[src/rtl/cm3_fft_pkg.sv]
// cm3_fft_pkg: shared constants for the FFT power-spectrum stage.
// Holds default FFT geometry, bin packing offsets and log-output field widths.
// No logic; imported by the interface, the top and the log2 helper.
package cm3_fft_pkg;

  localparam int NFFT_DEF = 256;               // default FFT length (bins)
  localparam int CW_DEF   = 16;                // default signed component width
  localparam int BIN_W    = $clog2(NFFT_DEF);  // bin counter width for the default length

  localparam int DATA_W   = 32;                // stream data width, both sides
  localparam int RE_MSB   = 31;                // s_data[31:16] = re
  localparam int IM_MSB   = 15;                // s_data[15:0]  = im

  localparam int LOG_E_W  = 5;                 // log output: MSB index field
  localparam int LOG_F_W  = 11;                // log output: mantissa field below the MSB

endpackage

[src/rtl/cm3_fft_pwr_if.sv]
// cm3_fft_pwr_if: bin-in / power-out valid-ready stream pair of the power stage.
// Ports: s_data/s_valid/s_ready (FFT bins in), m_data/m_valid/m_ready/m_last (power out).
// Modports: slave = the power stage itself, master = the environment driving it.
interface cm3_fft_pwr_if;
  import cm3_fft_pkg::*;

  logic [DATA_W-1:0] s_data;
  logic              s_valid;
  logic              s_ready;
  logic [DATA_W-1:0] m_data;
  logic              m_valid;
  logic              m_ready;
  logic              m_last;

  modport slave (
    input  s_data, s_valid, m_ready,
    output s_ready, m_data, m_valid, m_last
  );

  modport master (
    output s_data, s_valid, m_ready,
    input  s_ready, m_data, m_valid, m_last
  );

endinterface

[src/rtl/cm3_fft_pwr_log2.sv]
// cm3_fft_pwr_log2: combinational leading-one detector and mantissa extractor.
// Latency 0 (pure combinational, sits inside the S2 stage of the power block).
// Backpressure: none. Ports: val (32-bit) in, exp_o (MSB index), man_o (11 bits below MSB).
module cm3_fft_pwr_log2
  import cm3_fft_pkg::*;
(
  input  logic [DATA_W-1:0]  val,
  output logic [LOG_E_W-1:0] exp_o,
  output logic [LOG_F_W-1:0] man_o
);

  // val of 0 or 1 naturally yields exp_o=0 and man_o=0, so no special case is needed.
  always_comb begin
    exp_o = '0;
    for (int i = 0; i < DATA_W; i++) begin
      if (val[i]) exp_o = LOG_E_W'(i);
    end
    // Normalise so the leading one sits at bit 31, then take the 11 bits under it;
    // bits below bit 0 of val shift in as zeros.
    man_o = LOG_F_W'((val << (LOG_E_W'(DATA_W - 1) - exp_o)) >> (DATA_W - 1 - LOG_F_W));
  end

endmodule

[src/rtl/cm3_fft_pwr.sv]
// cm3_fft_pwr: power spectrum (re^2+im^2)>>shift of bins 0..NFFT/2, marks last bin, counts frames.
// Latency 2 cycles (S1 squares, S2 sum+shift), 1 bin/cycle.
// Backpressure: full-pipeline stall, s_ready = en & (~m_valid | m_ready), no skid buffer.
// Ports: hclk, rst_n (async, active-low), clr (sync clear), en, shift[4:0],
//   str (cm3_fft_pwr_if.slave: s_data/s_valid/s_ready in, m_data/m_valid/m_ready/m_last out),
//   frame_done (pulse after bin NFFT-1 accepted), frame_cnt[15:0].
// Option: define CM3_FFT_PWR_LOG_EN to output {16'b0, msb_index[4:0], mantissa[10:0]} instead.
module cm3_fft_pwr
  import cm3_fft_pkg::*;
#(
  parameter int NFFT = NFFT_DEF,
  parameter int CW   = CW_DEF
) (
  input  logic         hclk,
  input  logic         rst_n,
  input  logic         clr,
  input  logic         en,
  input  logic [4:0]   shift,
  cm3_fft_pwr_if.slave str,
  output logic         frame_done,
  output logic [15:0]  frame_cnt
);

  localparam int            KW     = $clog2(NFFT);
  localparam int            PW     = 2 * CW + 1;
  localparam logic [KW-1:0] K_HALF = KW'(NFFT / 2);
  localparam logic [KW-1:0] K_LAST = KW'(NFFT - 1);

  // ---------------- state ----------------
  logic [KW-1:0]     k_q, k_d;
  logic              s1_vld_q, s1_vld_d;
  logic              s1_last_q, s1_last_d;
  logic [2*CW-1:0]   s1_re2_q, s1_re2_d;
  logic [2*CW-1:0]   s1_im2_q, s1_im2_d;
  logic              m_vld_q, m_vld_d;
  logic              m_last_q, m_last_d;
  logic [DATA_W-1:0] m_dat_q, m_dat_d;
  logic              frame_done_q, frame_done_d;
  logic [15:0]       frame_cnt_q, frame_cnt_d;

  // ---------------- handshake ----------------
  logic advance, s_rdy, accept;

  // Every stage moves together; the output register is the only place a stall can hold data.
  assign advance = ~m_vld_q | str.m_ready;
  assign s_rdy   = rst_n & en & advance;
  assign accept  = str.s_valid & s_rdy;

  // ---------------- S1 datapath ----------------
  logic signed [CW-1:0]   re, im;
  logic signed [2*CW-1:0] re_sq, im_sq;

  assign re    = str.s_data[RE_MSB -: CW];
  assign im    = str.s_data[IM_MSB -: CW];
  assign re_sq = re * re;
  assign im_sq = im * im;

  // ---------------- S2 datapath ----------------
  logic [PW-1:0]     pwr, pwr_sh;
  logic [DATA_W-1:0] lin_dat, s2_dat;

  assign pwr     = {1'b0, s1_re2_q} + {1'b0, s1_im2_q};
  assign pwr_sh  = pwr >> shift;
  assign lin_dat = DATA_W'(pwr_sh);

`ifdef CM3_FFT_PWR_LOG_EN
  logic [LOG_E_W-1:0] lg_e;
  logic [LOG_F_W-1:0] lg_f;

  cm3_fft_pwr_log2 u_log2 (
    .val   (lin_dat),
    .exp_o (lg_e),
    .man_o (lg_f)
  );

  assign s2_dat = {{(DATA_W - LOG_E_W - LOG_F_W){1'b0}}, lg_e, lg_f};
`else
  assign s2_dat = lin_dat;
`endif

  // ---------------- next state ----------------
  always_comb begin
    k_d          = k_q;
    s1_vld_d     = s1_vld_q;
    s1_last_d    = s1_last_q;
    s1_re2_d     = s1_re2_q;
    s1_im2_d     = s1_im2_q;
    m_vld_d      = m_vld_q;
    m_last_d     = m_last_q;
    m_dat_d      = m_dat_q;
    frame_done_d = 1'b0;
    frame_cnt_d  = frame_cnt_q;

    if (clr) begin
      // Clear wins over a same-cycle accept: that bin is dropped and the frame restarts.
      k_d         = '0;
      s1_vld_d    = 1'b0;
      s1_last_d   = 1'b0;
      m_vld_d     = 1'b0;
      m_last_d    = 1'b0;
      frame_cnt_d = '0;
    end else begin
      if (accept) begin
        k_d = k_q + 1'b1;  // power-of-two NFFT: wraps NFFT-1 -> 0 on its own
        if (k_q == K_LAST) begin
          frame_done_d = 1'b1;
          frame_cnt_d  = frame_cnt_q + 16'd1;
        end
      end
      if (advance) begin
        // Upper-half bins are mirror images; they are consumed but leave a bubble.
        s1_vld_d  = accept && (k_q <= K_HALF);
        s1_last_d = accept && (k_q == K_HALF);
        if (accept) begin
          s1_re2_d = $unsigned(re_sq);
          s1_im2_d = $unsigned(im_sq);
        end
        m_vld_d  = s1_vld_q;
        m_last_d = s1_last_q;
        if (s1_vld_q) m_dat_d = s2_dat;
      end
    end
  end

  // ---------------- registers ----------------
  always_ff @(posedge hclk or negedge rst_n) begin
    if (!rst_n) begin
      k_q          <= '0;
      s1_vld_q     <= 1'b0;
      s1_last_q    <= 1'b0;
      s1_re2_q     <= '0;
      s1_im2_q     <= '0;
      m_vld_q      <= 1'b0;
      m_last_q     <= 1'b0;
      m_dat_q      <= '0;
      frame_done_q <= 1'b0;
      frame_cnt_q  <= '0;
    end else begin
      k_q          <= k_d;
      s1_vld_q     <= s1_vld_d;
      s1_last_q    <= s1_last_d;
      s1_re2_q     <= s1_re2_d;
      s1_im2_q     <= s1_im2_d;
      m_vld_q      <= m_vld_d;
      m_last_q     <= m_last_d;
      m_dat_q      <= m_dat_d;
      frame_done_q <= frame_done_d;
      frame_cnt_q  <= frame_cnt_d;
    end
  end

  // ---------------- outputs ----------------
  assign str.s_ready = s_rdy;
  assign str.m_data  = m_dat_q;
  assign str.m_valid = m_vld_q;
  assign str.m_last  = m_last_q;
  assign frame_done  = frame_done_q;
  assign frame_cnt   = frame_cnt_q;

endmodule

[src/flat_wrapper.sv]
// flat-port wrapper written by rule: the top's interface ports become plain ports
module cm3_fft_pwr_flat import cm3_fft_pkg::*;
#(
  parameter int NFFT = NFFT_DEF,
  parameter int CW   = CW_DEF
)
  (hclk, rst_n, clr, en, shift, frame_done, frame_cnt, str_s_data, str_s_valid, str_m_ready, str_s_ready, str_m_data, str_m_valid, str_m_last);
  cm3_fft_pwr_if str_i ();
  input  logic hclk;
  input  logic rst_n;
  input  logic clr;
  input  logic en;
  input  logic [4:0] shift;
  output logic frame_done;
  output logic [15:0] frame_cnt;
  input wire logic [$bits(str_i.s_data)-1:0] str_s_data;
  input wire logic [$bits(str_i.s_valid)-1:0] str_s_valid;
  input wire logic [$bits(str_i.m_ready)-1:0] str_m_ready;
  output wire logic [$bits(str_i.s_ready)-1:0] str_s_ready;
  output wire logic [$bits(str_i.m_data)-1:0] str_m_data;
  output wire logic [$bits(str_i.m_valid)-1:0] str_m_valid;
  output wire logic [$bits(str_i.m_last)-1:0] str_m_last;
  assign str_i.s_data = str_s_data;
  assign str_i.s_valid = str_s_valid;
  assign str_i.m_ready = str_m_ready;
  assign str_s_ready = str_i.s_ready;
  assign str_m_data = str_i.m_data;
  assign str_m_valid = str_i.m_valid;
  assign str_m_last = str_i.m_last;
  cm3_fft_pwr #(.NFFT(NFFT), .CW(CW)) u_core (.hclk(hclk), .rst_n(rst_n), .clr(clr), .en(en), .shift(shift), .str(str_i), .frame_done(frame_done), .frame_cnt(frame_cnt));
endmodule
[config.mk]
export PLATFORM = sky130hd
export DESIGN_NAME = cm3_fft_pwr_flat
export DESIGN_NICKNAME = d
export VERILOG_FILES = /design/src/rtl/cm3_fft_pkg.sv /design/src/rtl/cm3_fft_pwr_if.sv /design/src/rtl/cm3_fft_pwr_log2.sv /design/src/rtl/cm3_fft_pwr.sv /design/src/flat_wrapper.sv
export SDC_FILE = /design/constraint.sdc
export NUM_CORES = 2
export LEC_CHECK = 0
export CAP_MARGIN = 20
export CORE_MARGIN = 4
export CORE_UTILIZATION = 50
export CTS_BUF_LIST = sky130_fd_sc_hd__clkbuf_4 sky130_fd_sc_hd__clkbuf_8
export CTS_CLUSTER_SIZE = 25
export DETAILED_ROUTE_END_ITERATION = 8
export PLACE_DENSITY = 0.78
export SLEW_MARGIN = 5
export SYNTH_ARGS = -nofsm -noshare
export SYNTH_HDL_FRONTEND = slang
export SYNTH_SLANG_ARGS = --single-unit
[constraint.sdc]
create_clock -name hclk -period 4.3 [get_ports hclk]
set_clock_uncertainty 0.2 [all_clocks]
set_input_delay 1.075 -clock hclk [delete_from_list [all_inputs] [get_ports hclk]]
set_output_delay 1.075 -clock hclk [all_outputs]
set_load 0.02 [all_outputs]
==> flow_results.xml <==
<?xml version="1.0" encoding="UTF-8"?>
<metrics>
  <group name="timing">
    <metric name="maxSlewViolCount" unit="">0</metric>
    <metric name="setup_repair_after_global_routing_missed_its_margin" unit="">true</metric>
    <metric name="post_route_worst_setup_slack" unit="ps">-2392</metric>
    <metric name="fmax" unit="MHz">149.4</metric>
    <metric name="worst-slew-pin-transition" unit="ps">965.5</metric>
    <metric name="worst_slew_margin_rel" unit="%">35.63</metric>
    <metric name="hold_viol" unit="">0</metric>
    <metric name="min_period" unit="ps">6692</metric>
    <metric name="min_period_over_period" unit="%">155.6</metric>
    <metric name="fin_setup_tns" unit="ps">-87240</metric>
    <metric name="holdWs" unit="ps">293.7</metric>
    <metric name="timing.final.setup_violations" unit="">51</metric>
  </group>
  <group name="worst_setup_path">
    <metric name="rr_worst_depth" unit="">11</metric>
    <metric name="worstPathRequired" unit="ps">4420</metric>
    <metric name="reg2reg_from" unit="">u_core.s1_im2_q[13]$_DFFE_PN0P_</metric>
    <metric name="critPathCaptureType" unit="">register</metric>
    <metric name="path_class" unit="">in2reg</metric>
    <metric name="worst_setup_path_start_kind" unit="">input pin</metric>
    <metric name="worst-path-max-fanout" unit="">8</metric>
    <metric name="destination_of_the_worst_register_to_register_timing_path" unit="">u_core.str.m_data[6]$_DFFE_PN0P_</metric>
    <metric name="register_to_register_setup_slack" unit="ps">220</metric>
    <metric name="worstPathArrival" unit="ps">6810</metric>
  </group>
  <group name="die">
    <metric name="dieHeight" unit="um">237.2</metric>
    <metric name="design.die.area" unit="um2">56270</metric>
    <metric name="pin_count" unit="">95</metric>
    <metric name="fp-row-count" unit="">83</metric>
    <metric name="core_region_area" unit="um2">51610</metric>
    <metric name="floorplan.initialDensity" unit="%">50.89</metric>
    <metric name="die-width" unit="um">237.2</metric>
  </group>
  <group name="layout">
    <metric name="final_nets" unit="">4174</metric>
    <metric name="post-route-cell-area" unit="um2">34300</metric>
    <metric name="area_growth" unit="%">30.56</metric>
    <metric name="final_core_utilization" unit="%">66.45</metric>
    <metric name="drive_above_1_share" unit="%">29.37</metric>
    <metric name="diodes" unit="">0</metric>
  </group>
  <group name="status">
    <metric name="failing_checks" unit="">negative setup slack</metric>
    <metric name="outcome" unit="">complete, but fails checks</metric>
  </group>
  <group name="global_route">
    <metric name="first_global_vias" unit="">23990</metric>
    <metric name="antenna_found_initial" unit="">0</metric>
    <metric name="global_route.usage.total" unit="%">24.36</metric>
    <metric name="grt_overflow_total" unit="">0</metric>
    <metric name="wire_length_of_the_first_global_routing_pass" unit="um">113900</metric>
    <metric name="pin_count_of_the_biggest_net_entering_global_routing" unit="">77</metric>
  </group>
  <group name="clocking">
    <metric name="insertion_delay_of_the_later_clocked_pin_in_the_worst_skew_pair" unit="ps">470</metric>
    <metric name="clkSlewWorstSetupHoldPaths" unit="ps">80</metric>
    <metric name="root_buffer" unit="">sky130_fd_sc_hd__clkbuf_8</metric>
    <metric name="clock-sinks" unit="">123</metric>
    <metric name="ctsHtreeMaxLevel" unit="">4</metric>
    <metric name="clock_tree_from_tritoncts" unit="">yes</metric>
    <metric name="cts-root-to-sink-buffers" unit="">2</metric>
    <metric name="cts_buffers" unit="">17</metric>
  </group>
  <group name="synthesis">
    <metric name="number_of_flops_mapped_to_enable_cells_by_yosys" unit="">0</metric>
    <metric name="synth.lib_cells_used.distinct" unit="">90</metric>
    <metric name="synth.ff_latch_count" unit="">123</metric>
    <metric name="dominantRegCellSynth" unit="">sky130_fd_sc_hd__dfrtp_1</metric>
    <metric name="mappedNetlistNets" unit="">3671</metric>
    <metric name="netlist_instances" unit="">2947</metric>
    <metric name="yosys_warnings" unit="">0</metric>
    <metric name="postSynthAreaPerCell" unit="um2">8.913</metric>
    <metric name="yosysSeqAreaShare" unit="%">11.72</metric>
    <metric name="postSynth.asyncResetShare" unit="%">100.0</metric>
    <metric name="syn-cell-area" unit="um2">26270</metric>
  </group>
  <group name="placement">
    <metric name="post-dp-hpwl" unit="um">54220</metric>
    <metric name="globalplace.congestion" unit="">0.9603</metric>
    <metric name="buffer_ports.inserted" unit="">94</metric>
    <metric name="cell_area_placed" unit="um2">31520</metric>
  </group>
  <group name="drt">
    <metric name="drt_drc_violations_left" unit="">0</metric>
    <metric name="met3RoutedLength" unit="um">4736</metric>
    <metric name="drt-pass1-iter-count" unit="">7</metric>
    <metric name="met2_routed_wirelength" unit="um">36640</metric>
    <metric name="post_drt_wl_per_cell" unit="um">17.19</metric>
    <metric name="num_vias" unit="">22680</metric>
    <metric name="vias_per_cell" unit="">5.475</metric>
    <metric name="top_signal_layer_used" unit="">met4</metric>
    <metric name="drt_iter0_markers" unit="">1793</metric>
    <metric name="route.antenna.remaining_nets" unit="">0</metric>
    <metric name="total_length_of_routed_wires" unit="um">71210</metric>
    <metric name="detail_route.wirelength.met1" unit="um">27370</metric>
  </group>
  <group name="min_path">
    <metric name="worstHoldStart" unit="">u_core.str.m_data[22]$_DFFE_PN0P_</metric>
    <metric name="min_to" unit="">u_core.str.m_data[22]$_DFFE_PN0P_</metric>
    <metric name="hold-path-cell-count" unit="">2</metric>
    <metric name="holdCritPathClass" unit="">reg2reg</metric>
  </group>
  <group name="run">
    <metric name="timing.max_cap.violations" unit="">0</metric>
  </group>
</metrics>
[stage by stage]
stage	setup WS, ps	instances
floorplan	-2520	2947
global placement	-3101	4028
detailed placement	-3319	4028
CTS	-2357	4118
global route	-2653	4143
finish	-2392	4143
[how the worst max path moves through the flow]
| stage | start | end | slack, ps | cells past startpoint |
|---|---|---|---|---|
| floorplan | str_s_data[13] | u_core.s1_im2_q[31]$_DFFE_PN0P_ | -2520 | 23 |
| global placement | str_s_data[7] | u_core.s1_im2_q[31]$_DFFE_PN0P_ | -3100 | 24 |
| detailed placement | str_s_data[12] | u_core.s1_im2_q[31]$_DFFE_PN0P_ | -3320 | 22 |
| CTS | str_s_data[8] | u_core.s1_im2_q[31]$_DFFE_PN0P_ | -2360 | 25 |
| global route | str_s_data[7] | u_core.s1_im2_q[31]$_DFFE_PN0P_ | -2650 | 24 |
| finish | str_s_data[9] | u_core.s1_im2_q[27]$_DFFE_PN0P_ | -2390 | 25 |
[cell usage after synthesis (8+ instances only)]
| cell | count | area share (%) |
|---|---|---|
| sky130_fd_sc_hd__a211o_1 | 16 | 0.53 |
| sky130_fd_sc_hd__a211oi_1 | 22 | 0.63 |
| sky130_fd_sc_hd__a21o_1 | 43 | 1.2 |
| sky130_fd_sc_hd__a21oi_1 | 96 | 1.8 |
| sky130_fd_sc_hd__a22o_1 | 8 | 0.27 |
| sky130_fd_sc_hd__a31o_2 | 12 | 0.40 |
| sky130_fd_sc_hd__a31oi_1 | 20 | 0.48 |
| sky130_fd_sc_hd__and2_1 | 72 | 1.7 |
| sky130_fd_sc_hd__and3_1 | 17 | 0.40 |
| sky130_fd_sc_hd__buf_1 | 8 | 0.11 |
| sky130_fd_sc_hd__clkbuf_1 | 89 | 1.3 |
| sky130_fd_sc_hd__dfrtp_1 | 123 | 12 |
| sky130_fd_sc_hd__fa_1 | 468 | 36 |
| sky130_fd_sc_hd__ha_1 | 213 | 10 |
| sky130_fd_sc_hd__inv_1 | 663 | 9.5 |
| sky130_fd_sc_hd__mux2_2 | 12 | 0.51 |
| sky130_fd_sc_hd__mux2i_1 | 24 | 0.91 |
| sky130_fd_sc_hd__mux4_2 | 10 | 0.86 |
| sky130_fd_sc_hd__nand2_1 | 330 | 4.7 |
| sky130_fd_sc_hd__nand2b_1 | 14 | 0.33 |
| sky130_fd_sc_hd__nand3_1 | 33 | 0.63 |
| sky130_fd_sc_hd__nand4_1 | 24 | 0.57 |
| sky130_fd_sc_hd__nor2_1 | 162 | 2.3 |
| sky130_fd_sc_hd__nor2b_1 | 12 | 0.29 |
| sky130_fd_sc_hd__nor3_1 | 22 | 0.42 |
| sky130_fd_sc_hd__o211ai_1 | 21 | 0.60 |
| sky130_fd_sc_hd__o21a_1 | 8 | 0.23 |
| sky130_fd_sc_hd__o21ai_0 | 103 | 2.0 |
| sky130_fd_sc_hd__o21ai_1 | 10 | 0.19 |
| sky130_fd_sc_hd__o21bai_1 | 10 | 0.29 |
| sky130_fd_sc_hd__or2_2 | 8 | 0.19 |
| sky130_fd_sc_hd__or3_1 | 10 | 0.24 |
| sky130_fd_sc_hd__xnor2_1 | 78 | 2.6 |
| sky130_fd_sc_hd__xor2_1 | 55 | 1.8 |
[flip-flops by register name, summed over array words and instances, names as in the netlist]
signal / flops
u_core.str.m_data: 32
u_core.s1_im2_q: 31
u_core.s1_re2_q: 31
u_core.frame_cnt: 16
u_core.k_q: 8
u_core.frame_done: 1
u_core.s1_last_q: 1
u_core.s1_vld_q: 1
u_core.str.m_last: 1
u_core.str.m_valid: 1
[layer usage]
layer | vias up | track usage [%]
met1 | 11270 | 30.97
met4 | 0 | 7.254
li1 | 10310 | -
met3 | 211 | 4.142
met2 | 891 | 42.93
met5 | - | 0
[layout by cell type (no fill, tap or decap), types with 22 or more instances in the layout]
master	n
sky130_fd_sc_hd__inv_1	582
sky130_fd_sc_hd__fa_1	436
sky130_fd_sc_hd__buf_4	387
sky130_fd_sc_hd__nand2_1	273
sky130_fd_sc_hd__ha_1	166
sky130_fd_sc_hd__nor2_1	141
sky130_fd_sc_hd__dfrtp_1	123
sky130_fd_sc_hd__buf_6	110
sky130_fd_sc_hd__inv_2	76
sky130_fd_sc_hd__a21oi_1	66
sky130_fd_sc_hd__clkdlybuf4s50_1	61
sky130_fd_sc_hd__o21ai_1	57
sky130_fd_sc_hd__xnor2_1	55
sky130_fd_sc_hd__xor2_1	50
sky130_fd_sc_hd__a21o_1	43
sky130_fd_sc_hd__ha_4	42
sky130_fd_sc_hd__and2_1	41
sky130_fd_sc_hd__o21ai_0	39
sky130_fd_sc_hd__nand2_2	33
sky130_fd_sc_hd__fa_2	32
sky130_fd_sc_hd__and2_4	31
sky130_fd_sc_hd__nand3_1	27
sky130_fd_sc_hd__nand2_4	25
sky130_fd_sc_hd__mux2i_1	24
sky130_fd_sc_hd__nand4_1	24
sky130_fd_sc_hd__a21oi_2	22
[critical path, stage by stage]
cell                       delay (ps)
sky130_fd_sc_hd__buf_6             90
sky130_fd_sc_hd__buf_6            130
sky130_fd_sc_hd__nand2_1           90
sky130_fd_sc_hd__fa_1             490
sky130_fd_sc_hd__buf_4            160
sky130_fd_sc_hd__fa_2             540
sky130_fd_sc_hd__fa_2             430
sky130_fd_sc_hd__inv_1             90
sky130_fd_sc_hd__fa_2             450
sky130_fd_sc_hd__fa_1             530
sky130_fd_sc_hd__inv_1             60
sky130_fd_sc_hd__fa_1             470
sky130_fd_sc_hd__inv_1             60
sky130_fd_sc_hd__ha_4             150
sky130_fd_sc_hd__a21o_1           180
sky130_fd_sc_hd__a21oi_2          140
sky130_fd_sc_hd__o221a_4          200
sky130_fd_sc_hd__o31ai_4           70
sky130_fd_sc_hd__a311o_1          410
sky130_fd_sc_hd__a221oi_2         330
sky130_fd_sc_hd__buf_4            180
sky130_fd_sc_hd__o21bai_1          70
sky130_fd_sc_hd__a21oi_1          170
sky130_fd_sc_hd__xor2_1           160
sky130_fd_sc_hd__o21ai_1           70
[repair_timing]
action / in CTS / in global routing
hold buffers: 0 / 0
gates resized for setup: 412 / 224
pin swaps: 204 / 178
setup buffers: 59 / 37
setup endpoints to repair: 53 / 53
cloned: 3 / 0
[area by class of cell]
type	count	area (um2)
clock buffer	19	261.5
clock inverter	13	133.9
fill	3720	17320
inverter	666	2524
multi-input combinational	2050	22220
sequential	123	3078
tap	680	850.8
timing repair buffer	592	5225
[cells by family (layout without fill, tap and decap cells)]
logic type               after synthesis  after routing  synth area share, %
flip-flops                           123            123                11.72
buffers and inverters                774           1290                11.19
XOR/XNOR                             133            133                4.435
adder cells (fa/ha/maj)              681            681                45.81
AO/OA/AOI/OAI                        458            458                11.90
AND/OR/NAND/NOR                      732            732                12.66
multiplexers                          46             46                2.286
Power is left out: the tool's default activity adds up to more than one toggle a clock period on the data nets, which glitch-free logic cannot reach.
==> patch 1, RTL diff (same settings) <==
Register the output `frame_cnt` once more, with the module's reset; this adds one clock of latency there. The other outputs are not delayed to match.
--- a/src/rtl/cm3_fft_pwr.sv
+++ b/src/rtl/cm3_fft_pwr.sv
@@ -155,7 +155,13 @@
   assign str.m_valid = m_vld_q;
   assign str.m_last  = m_last_q;
   assign frame_done  = frame_done_q;
-  assign frame_cnt   = frame_cnt_q;
+  always_ff @(posedge hclk or negedge rst_n) begin
+    if (!rst_n) begin
+      frame_cnt <= '0;
+    end else begin
+      frame_cnt <= frame_cnt_q;
+    end
+  end
 
 endmodule
 
Check against the original RTL: same outputs for any inputs over 4 cycles, from zero or initial values and one cycle with rst_n low; that may be too few to reach the edited logic, so the function may still have changed.
==> patch 1 against the original RTL <==
The run still ends with negative setup slack left. Global-route usage grew 0.43 points. Design area grew 3.0%. Sequential cell count grew 16. Critical endpoint is now u_core.s1_im2_q[30]. Wire length grew 7.7%. Synthesized cell count grew 4.4%. Area after synthesis grew 4.7%. Setup slack gained 140 ps.
Power is left out: the tool's default activity adds up to more than one toggle a clock period on the data nets, which glitch-free logic cannot reach.
==> patch 1: results (changes against the original RTL) <==
Status = finished, violations left (unchanged)
Failing checks = negative setup slack (unchanged)
DRT Pass-1 Iters = 6 (was 7)
Least-Margin Pin Slew = 974 ps (was 966 ps)
Pin count of the biggest net entering global routing = 76 (was 77)
CP arrival = 6690 ps (was 6810 ps)
DR WL/cell = 17.9 um (was 17.2 um)
Commonest cells in the netlist = inv_1 (664), fa_1 (468), nand2_1 (328) (was inv_1 (663), fa_1 (468), nand2_1 (330))
R2R Path End = u_core.str.m_data[22] (was u_core.str.m_data[6])
Max FFs per register = 32 (unchanged)
Gr usage total = 0.248 (was 0.244)
CP Max Fanout = 4 (was 8)
CP Capture Point = u_core.s1_im2_q[30] (was u_core.s1_im2_q[27])
DP Wirelength = 59400 um (was 54200 um)
FF-to-FF path depth = 12 (was 11)
CTS clk-pin slew, worst paths = 110 ps (was 80 ps)
Post-synthesis sequential area ratio = 0.126 (was 0.117)
Final nets = 4303 (was 4174)
Final setup viols = 51 (unchanged)
Net count after synthesis = 3801 (was 3671)
RR Startpoint = u_core.s1_im2_q[7] (was u_core.s1_im2_q[13])
Layout cell share with drive strength beyond 1 = 0.275 (was 0.294)
Filler Cell Count = 3947 (was 3720)
Vias in the first global route = 24847 (was 23992)
DRT iter0 DRCs = 1744 (was 1793)
R2R setup slack = 130 ps (was 220 ps)
Initial antenna violation count = 1 (was 0)
Worst setup margin = -2250 ps (was -2390 ps)
Placer Congestion = 0.949 (was 0.960)
Average vias per placed instance = 5.54 (was 5.47)
Top cells by area, synth = fa_1 (34%), dfrtp_1 (13%), ha_1 (9.7%) (was fa_1 (36%), dfrtp_1 (12%), ha_1 (10%))
[patch 1: kinds of logic (layout without fill, tap and decap cells)]
family	Yosys count	count (layout)	share of synthesized area
other	0	1	0
XOR/XNOR	122	122	0.0388
adder cells (fa/ha/maj)	681	681	0.437
AO/OA/AOI/OAI	497	497	0.125
multiplexers	53	53	0.0256
AND/OR/NAND/NOR	800	800	0.134
buffers and inverters	785	1300	0.113
flip-flops	139	139	0.126
[patch 1: worst min path at each step]
stage / startpoint / to / cells after the start / slack [ps]
final: u_core.frame_cnt_q[15] / u_core.frame_cnt[15] / 0 / 210
after global routing: u_core.frame_cnt_q[15] / u_core.frame_cnt[15] / 0 / 230
after CTS: u_core.frame_cnt_q[15] / u_core.frame_cnt[15] / 0 / 220
after detailed placement: u_core.frame_cnt_q[14] / u_core.frame_cnt[14] / 0 / 200
after global placement: u_core.frame_cnt_q[15] / u_core.frame_cnt[15] / 0 / 190
after floorplan: u_core.frame_cnt_q[14] / u_core.frame_cnt[14] / 0 / 170
[patch 1: through the flow]
| stage | TNS, ps | cell area (um2) | hold slack [ps] | setup slack [ps] | instances |
|---|---|---|---|---|---|
| final | -85750 | 35300 | 211 | -2250 | 4289 |
| after CTS | -82910 | 34300 | 217 | -2250 | 4267 |
| after global placement | -130550 | 32800 | 186 | -3140 | 4180 |
| after detailed placement | -135170 | 32800 | 203 | -3250 | 4180 |
| after global routing | -93690 | 35300 | 232 | -2460 | 4289 |
| after floorplan | -82790 | 28600 | 168 | -2480 | 3077 |
[patch 1: area by class of cell]
cell class / instances / area share
clock buffers: 17 / 0.00663
diodes: 1 / 0.0000709
multi-input cells: 2153 / 0.644
inverters: 667 / 0.0714
repair buffers: 601 / 0.149
clock inverters: 15 / 0.00563
well taps: 696 / 0.0247
flip-flops and latches: 139 / 0.0985
[patch 1: what timing repair did]
action	4_1_cts	5_1_grt
pin swaps	161	197
buffers inserted	60	43
gates cloned	1	0
gates resized for setup	368	234
endpoints found under the setup margin	53	54
[patch 1: worst max-delay path: stages]
cell	delay (ps)
buf_8	110
and2_4	160
buf_6	110
fa_1	490
inv_2	50
fa_2	390
fa_1	560
inv_2	60
fa_1	500
fa_1	500
inv_1	50
fa_1	500
inv_2	50
ha_4	210
a21o_1	180
a211o_1	310
o22a_1	220
and4_4	160
a21oi_4	170
a211oi_2	110
o31a_1	260
o31a_1	250
o21ai_1	120
o311ai_1	100
[patch 1: routing by layer]
layer,share of wire,vias up,track usage
met5,0,-,0
met4,0.036,0,0.0825
met3,0.060,199,0.0356
met2,0.51,825,0.430
met1,0.40,11897,0.322
li1,-,10829,-
==> patch 2, RTL diff (same flow settings) <==
Without the edit above. Change the package constant `DATA_W` from 32 to 64.
--- a/src/rtl/cm3_fft_pkg.sv
+++ b/src/rtl/cm3_fft_pkg.sv
@@ -7,7 +7,7 @@
   localparam int CW_DEF   = 16;                // default signed component width
   localparam int BIN_W    = $clog2(NFFT_DEF);  // bin counter width for the default length
 
-  localparam int DATA_W   = 32;                // stream data width, both sides
+  localparam int DATA_W   = 64;                // stream data width, both sides
   localparam int RE_MSB   = 31;                // s_data[31:16] = re
   localparam int IM_MSB   = 15;                // s_data[15:0]  = im
 
Interface: changed (resized str_m_data and str_s_data); port bits go from 95 to 159. No check against the original RTL was run, so the function may have changed too.
==> patch 2 against the original RTL <==
The run still ends with negative setup slack left. Design area shrank 0.13%. Sequential cell count grew 1. Sequential share of layout area increased by 0.085 points. Wire length is 0.62% lower. Area after synthesis is 0.36% lower. Setup slack got worse by 310 ps. Register-to-register slack improved by 40 ps.
Power is left out: the tool's default activity adds up to more than one toggle a clock period on the data nets, which glitch-free logic cannot reach.
==> patch 2: results (changes against the original RTL) <==
Failing checks = negative setup slack (unchanged)
Cell variety after synth = 95 (was 90)
Port Buffer Count = 95 (was 94)
Worst setup margin = -2710 ps (was -2390 ps)
Max FFs per register = 33 (was 32)
Clock buffers = 18 (was 19)
Top cells by area, synth = fa_1 (36%), dfrtp_1 (12%), ha_1 (10%) (unchanged)
Placer Congestion = 0.955 (was 0.960)
Final nets = 4195 (was 4174)
XOR/XNOR Fraction of Synth Area = 0.0482 (was 0.0443)
Post-synthesis sequential area ratio = 0.119 (was 0.117)
Layout cell share with drive strength beyond 1 = 0.294 (about the same)
Syn Inst Count = 2902 (was 2947)
Post-Place Worst Slack = -3580 ps (was -3320 ps)
Post-CTS Resized = 442 (was 412)
Multi-In Gates = 2018 (was 2050)
Total wire length = 70800 um (was 71200 um)
Commonest cells in the netlist = inv_1 (654), fa_1 (468), nand2_1 (289) (was inv_1 (663), fa_1 (468), nand2_1 (330))
Status = finished, violations left (unchanged)
Final setup viols = 51 (unchanged)
Average vias per placed instance = 5.37 (was 5.47)
Area after DPL = 31200 um2 (was 31500 um2)
CP arrival = 7150 ps (was 6810 ps)
Non-clk invs = 656 (was 666)
Design area = 34300 um2 (about the same)
Least-Margin Pin Slew = 826 ps (was 966 ps)
patch 2: cell types whose count changed after synthesis, sizes merged, moves of 8 or more:
cell    delta
xor2       +9
nand2     -42
buf       +33
o211ai     -9
a211o     -14
a21oi      -8
inv       -11
a31oi     -10
clkbuf    -11
patch 2: layer usage:
metal  track usage  vias to the layer above  share of wire
li1              -                    10088              -
met1         0.317                    11019           0.39
met2         0.428                      815           0.52
met3        0.0283                      244          0.059
met4        0.0720                        0          0.038
met5             0                        -              0
patch 2: worst paths after layout:
path,startpoint,end,slack (ps),depth (start not counted)
worst min register to register,u_core.s1_re2_q[27],u_core.s1_re2_q[27],300,2
worst min-delay path,u_core.s1_re2_q[27],u_core.s1_re2_q[27],300,2
min in group asynchronous,rst_n,u_core.frame_cnt[11],570,2
worst max register to register,u_core.s1_re2_q[4],u_core.str.m_data[2],260,12
worst max-delay path,str_s_data[31],u_core.s1_re2_q[30],-2710,26
max in group asynchronous,rst_n,u_core.s1_re2_q[26],2010,3
